--- src/rtl/fetch_stall_ctrl.sv ---
// Fetch-side hazard consumer: PC and IF/ID registers with stall hold and branch flush.
// Define PERF_CNT_EN to add the stall_cycles / flush_count saturating counters.
module fetch_stall_ctrl #(
   parameter int               WIDTH    = 32,
   parameter logic [WIDTH-1:0] RESET_PC = '0
) (
   input  logic             clk,
   input  logic             rst,
   input  logic             stall,
   input  logic             br_taken,
   input  logic [WIDTH-1:0] br_target,
   input  logic [WIDTH-1:0] imem_instr,
   output logic [WIDTH-1:0] pc,
   output logic [WIDTH-1:0] IFID_instr,
   output logic [WIDTH-1:0] IFID_pc4,
   output logic             IFID_valid,
   output logic             IDEX_bubble,
   output logic [1:0]       fe_state
`ifdef PERF_CNT_EN
   ,
   output logic [31:0]      stall_cycles,
   output logic [31:0]      flush_count
`endif
);

   typedef enum logic [1:0] {
      ST_RUN   = 2'd0,
      ST_HOLD  = 2'd1,
      ST_FLUSH = 2'd2
   } fe_state_t;

   fe_state_t        state_q, state_d;
   logic [WIDTH-1:0] pc_q, pc_d;
   logic [WIDTH-1:0] ifid_instr_q, ifid_instr_d;
   logic [WIDTH-1:0] ifid_pc4_q, ifid_pc4_d;
   logic             ifid_valid_q, ifid_valid_d;
   logic [WIDTH-1:0] pc_plus4;
   logic             eff_br;

   assign pc_plus4 = pc_q + WIDTH'(4);
   // A branch still waiting on operands is stalled, and a squashed slot never redirects.
   assign eff_br   = br_taken & ifid_valid_q & ~stall;

   always_comb begin
      state_d      = ST_RUN;
      pc_d         = pc_plus4;
      ifid_instr_d = imem_instr;
      ifid_pc4_d   = pc_plus4;
      ifid_valid_d = 1'b1;
      if (stall) begin
         state_d      = ST_HOLD;
         pc_d         = pc_q;
         ifid_instr_d = ifid_instr_q;
         ifid_pc4_d   = ifid_pc4_q;
         ifid_valid_d = ifid_valid_q;
      end else if (eff_br) begin
         state_d      = ST_FLUSH;
         pc_d         = {br_target[WIDTH-1:2], 2'b00};
         ifid_instr_d = '0;
         ifid_pc4_d   = '0;
         ifid_valid_d = 1'b0;
      end
   end

   always_ff @(posedge clk) begin
      if (rst) begin
         state_q      <= ST_RUN;
         pc_q         <= RESET_PC;
         ifid_instr_q <= '0;
         ifid_pc4_q   <= '0;
         ifid_valid_q <= 1'b0;
      end else begin
         state_q      <= state_d;
         pc_q         <= pc_d;
         ifid_instr_q <= ifid_instr_d;
         ifid_pc4_q   <= ifid_pc4_d;
         ifid_valid_q <= ifid_valid_d;
      end
   end

   assign pc          = pc_q;
   assign IFID_instr  = ifid_instr_q;
   assign IFID_pc4    = ifid_pc4_q;
   assign IFID_valid  = ifid_valid_q;
   assign IDEX_bubble = stall & ~rst;
   assign fe_state    = state_q;

`ifdef PERF_CNT_EN
   logic [31:0] stall_cycles_q, stall_cycles_d;
   logic [31:0] flush_count_q, flush_count_d;

   always_comb begin
      stall_cycles_d = stall_cycles_q;
      flush_count_d  = flush_count_q;
      if (stall && (stall_cycles_q != 32'hFFFF_FFFF))
         stall_cycles_d = stall_cycles_q + 32'd1;
      if (eff_br && (flush_count_q != 32'hFFFF_FFFF))
         flush_count_d = flush_count_q + 32'd1;
   end

   always_ff @(posedge clk) begin
      if (rst) begin
         stall_cycles_q <= '0;
         flush_count_q  <= '0;
      end else begin
         stall_cycles_q <= stall_cycles_d;
         flush_count_q  <= flush_count_d;
      end
   end

   assign stall_cycles = stall_cycles_q;
   assign flush_count  = flush_count_q;
`endif

endmodule
--- config.mk ---
export PLATFORM = sky130hd
export DESIGN_NAME = fetch_stall_ctrl
export DESIGN_NICKNAME = d
export VERILOG_FILES = /design/src/rtl/fetch_stall_ctrl.sv
export SDC_FILE = /design/constraint.sdc
export NUM_CORES = 1
export LEC_CHECK = 0
export BUFFER_PORTS_ARGS = -buffer_cell sky130_fd_sc_hd__buf_4
export CELL_PAD_IN_SITES_DETAIL_PLACEMENT = 0
export CELL_PAD_IN_SITES_GLOBAL_PLACEMENT = 1
export CORE_ASPECT_RATIO = 1.5
export CORE_MARGIN = 2
export CORE_UTILIZATION = 34
export DETAILED_ROUTE_END_ITERATION = 10
export PLACE_DENSITY_LB_ADDON = 0.1
export SLEW_MARGIN = 40
export SYNTH_ARGS = -nofsm -noshare
export SYNTH_HDL_FRONTEND = slang
export SYNTH_SLANG_ARGS = --single-unit
--- constraint.sdc ---
create_clock -name clk -period 2.6 [get_ports clk]
set_clock_uncertainty 0.2 [all_clocks]
set_input_delay 0.39 -clock clk [delete_from_list [all_inputs] [get_ports clk]]
set_output_delay 0.39 -clock clk [all_outputs]
set_load 0.005 [all_outputs]
* After elaboration in Yosys (flattened, before gate mapping)
Index checks and enable logic that the tools add are counted.
Storage, ports and cells: output and inout bits 100, memories kept 0, bits in registers 99, RAM bits 0, ROM bits 0, bits in latches 0
Operators by class: reductions and logical operators 1, eq/ne operators 0, bitwise logic cells 5, add/sub/neg operators 1, multiply operators 0, multiplexer cells 6, magnitude comparators 0, div/mod/pow operators 0, shift-type cells 0
Operators with widths (number):
- $mux 32 | 3
- $add 32x3->32 const B | 1
- $and 1x1->1 | 3
- $mux 1 | 2
- $mux 2 | 1
- $not 1->1 | 2
- $reduce_or 2->1 | 1

* Longest topological paths before layout
depth after elaboration 4, gate-level depth with buffers 7, mapped depth without buffers 6

* Worst setup path after synthesis
OpenSTA, ideal clock, no wires.
kind register -> register, start point register pc_q[7] (netlist: pc[7]), end point register ifid_pc4_q[29] (netlist: IFID_pc4[29]), period minus slack after synthesis 2.352 ns, cell stages (with the launch flop) 8, required time 2.277 ns, data arrival time 2.029 ns, buffers on the path 2, setup slack 0.248 ns, cells stage by stage dfxtp_1 > buf_2 > nand4_4 > or4_1 > buf_2 > or4_4 > xor2_1 > o21ai_2
Between the ends: word-level cells in the longest chain between the ends 2
Ends and longest elaborated chain:
- start, declared | RTL line 33 | logic [WIDTH-1:0] pc_q, pc_d;
- start signal, assigned | RTL line 74 | pc_q <= pc_d;
- $add 32x3->32 | RTL line 40 | assign pc_plus4 = pc_q + WIDTH'(4);
- $mux 32 | RTL line 56 | end else if (eff_br) begin
- end signal, assigned | RTL line 76 | ifid_pc4_q <= ifid_pc4_d;
- end, declared | RTL line 35 | logic [WIDTH-1:0] ifid_pc4_q, ifid_pc4_d;
No other way between the ends. A chain may end at the register's enable or synchronous reset.

* Worst setup path after layout
start point register pc_q[2] (netlist: pc[2]), end point register pc_q[30] (netlist: pc[30])
Between the ends: word-level cells in the longest chain between the ends 2
Ends and longest elaborated chain (RTL line):
- $add 32x3->32 | 40
- $mux 32 | 56
No other way between the ends.

==> out/metrics.yaml <==
cts_root_buf: "clkbuf_16"
synth_top_area_cell: "dfxtp_1"
power_density_mw_per_mm2: 567
path_max_fanout: 7
worst_pin_slew_ns: 0.608
dr.pass1.iters: 4
final.setup.worst_slack_ns: 0.162
startpoint_type: "flop"
route.met2.wl_um: 5530
cts_hold_buf: 0
drc: 0
syn_area_per_cell_sq_um: 9.37
ys_warn_count: 0
post_cts_resized: 0
synth_top_family_by_area: "compound AO/OA/AOI/OAI gates"
synth.distinct_cells: 41
hold_viol: 0
min_period_over_period_pct: 93.8
clk_path_buf_depth: 2
die_w_um: 89.9
track_usage_pct: 18.4
crit_path_top_delay_cell: "or4_1"
dp_cells: 697
path_cells: "ha_1 > nand4_1 > or4_1 > o31a_1 > o21a_1 > a221o_1"
synth-edff-count: 0
portBuffers: 163
drv_slew: 0
netlist.area_leader.share_pct: 51.0
maxCapViolCount: 0
fin_cells: 713
area_delta_synth_final_pct: 45.5
syn_inst: 402
viasPerCell: 4.95
overflow: 0
synth_xor_area_share_pct: 4.89
critPathRequiredTime_ns: 2.62
synthMuxAreaShare_pct: 0.532
grt_pass1_vias: 3563
wl_met3_um: 725
n_antenna_cell: 0
p_leak_nw: 2.40
wl_per_cell_um: 15.4
setup_viol: 0
rsz0062_at_grt: "false"
core_area_sq_mm: 0.0109
synth.most_common_cell: "dfxtp_1"
chipHeight_um: 133
drtIter0Drc: 139
n_fill_cell: 1083
max_stage_delay_ns: 0.52
regArea_sq_mm: 0.00192
async_flop_share_pct: 0
clk_latency_ns: 0.33
multiInputGateArea_sq_mm: 0.00171
power_mw: 3.11
fp-row-count: 47
hold_path_class: "input pin to flop"
io_pins: 168
path_clk_slew_ns: 0.07
postCtsSetupRepairBufs: 0
path_class: "flop to flop"
setup_tns_ns: 0
cp-end-kind: "flop"
ys_top_cells_by_count: "96 x dfxtp_1, 55 x nand2_1, 39 x o21ai_0, 33 x a22o_1, 24 x clkbuf_1"
antenna_left: 0
ir_worst_vdd_mv: 0.368
drt-met1-wl_um: 4430
fmax_mhz: 410
cp.arrival_ns: 2.46
design_area_sq_mm: 0.00548
yosysSeqAreaShare_pct: 51.0
final_nets: 630
synth_area_sq_mm: 0.00376
status: "finished clean"
worstHoldPathCells: 3
final_util_pct: 50.1
synthAdderAreaFrac_pct: 0.332
yosys.area_share.simple_pct: 15.4
synth_compound_area_share_pct: 23.5
grt_pass1_wl_um: 18000
wl_um: 11000
tritoncts: "built"
ys.flop_type: "dfxtp_1"
worst-r2r-cell-count: 6
antenna_found_initial: 0
num_vias: 3531
gp_congestion: 0.763
hpwlAfterDp_um: 7960
synthTopCellsByArea: "dfxtp_1 51%, a22o_1 7.7%, nand2_1 5.5%"
fin_crit_ns: 2.44
cts.sinks: 96
htreeDepth: 3
drive_gt1_share_pct: 35.7
routed.top_layer: "met4"
start_util_pct: 34.4
place_area_sq_mm: 0.00520
holdWs_ns: 0.0555
ys_ff_latch: 96
cts_made_buffers: 9
die-area_sq_mm: 0.0119
dpl_worst_slack_ns: 0.152
slew_headroom_pct: 59.1
grt_max_degree: 53
state kept, by name, indices dropped and copies added (netlist names):
name,cells
IFID_instr,32
IFID_pc4,31
pc,30
fe_state,2
IFID_valid,1
worst max-delay path: cells and delay by family, from the launching register on:
family	cells	cell delay, ns
AOI/OAI and AO/OA	3	0.70
adders and majority gates	1	0.20
and+or+nand+nor	2	0.79
DFF	1	0.43
where the power goes:
group,switching [mW],leakage (nW),internal [mW],total (mW)
Sequential,0.0448,0.782,1.53,1.57
Combinational,0.132,1.48,0.185,0.317
Clock,0.545,0.139,0.673,1.22
placed cells by master (no fill, tap or decap), types with 5 or more instances in the layout:
cell type	instances
a22o_1	33
nor3_1	7
nand2_1	54
inv_1	6
xor2_1	8
a21oi_1	9
a21o_1	7
nor2_1	12
or4_1	5
a22oi_1	14
buf_4	177
xnor2_1	13
clkbuf_16	9
dfxtp_1	96
o21ai_0	39
nand4_1	9
nor4_1	6
a221o_1	6
nand3_1	9
per-layer routing:
metal,up-vias,global-route usage [%]
met5,-,0
met4,0,7.35
met3,16,5.07
met2,120,32.4
met1,1612,21.0
li1,1783,-
cells by family (layout without fill, tap and decap cells):
| kind of cell | after synthesis | count (layout) |
|---|---|---|
| mux | 2 | 2 |
| compound gates | 125 | 125 |
| xor+xnor | 21 | 21 |
| fa+ha+maj | 1 | 1 |
| flops | 96 | 96 |
| buf+inv | 38 | 201 |
| other cells | 1 | 2 |
| simple gates | 118 | 118 |
layout make-up:
cell class | count | share of cell area, %
flip-flops and latches | 96 | 35.1
multi-input cells | 269 | 31.1
repair buffers | 179 | 25.0
clock buffers | 11 | 4.43
well taps | 147 | 3.36
clock inverters | 5 | 0.594
inverters | 6 | 0.411
worst paths after layout:
kind	from	endpoint	slack, ns
worst max-delay path	pc[2]$_SDFFE_PP0N_	pc[30]$_SDFFE_PP0N_	0.16
worst min-delay path	br_target[3]	pc[3]$_SDFFE_PP0N_	0.06
worst max register to register	pc[2]$_SDFFE_PP0N_	pc[30]$_SDFFE_PP0N_	0.16
worst min register to register	IFID_pc4[7]$_SDFFE_PP0N_	IFID_pc4[7]$_SDFFE_PP0N_	0.25
Note: power is estimated with default switching activity, not from simulation.
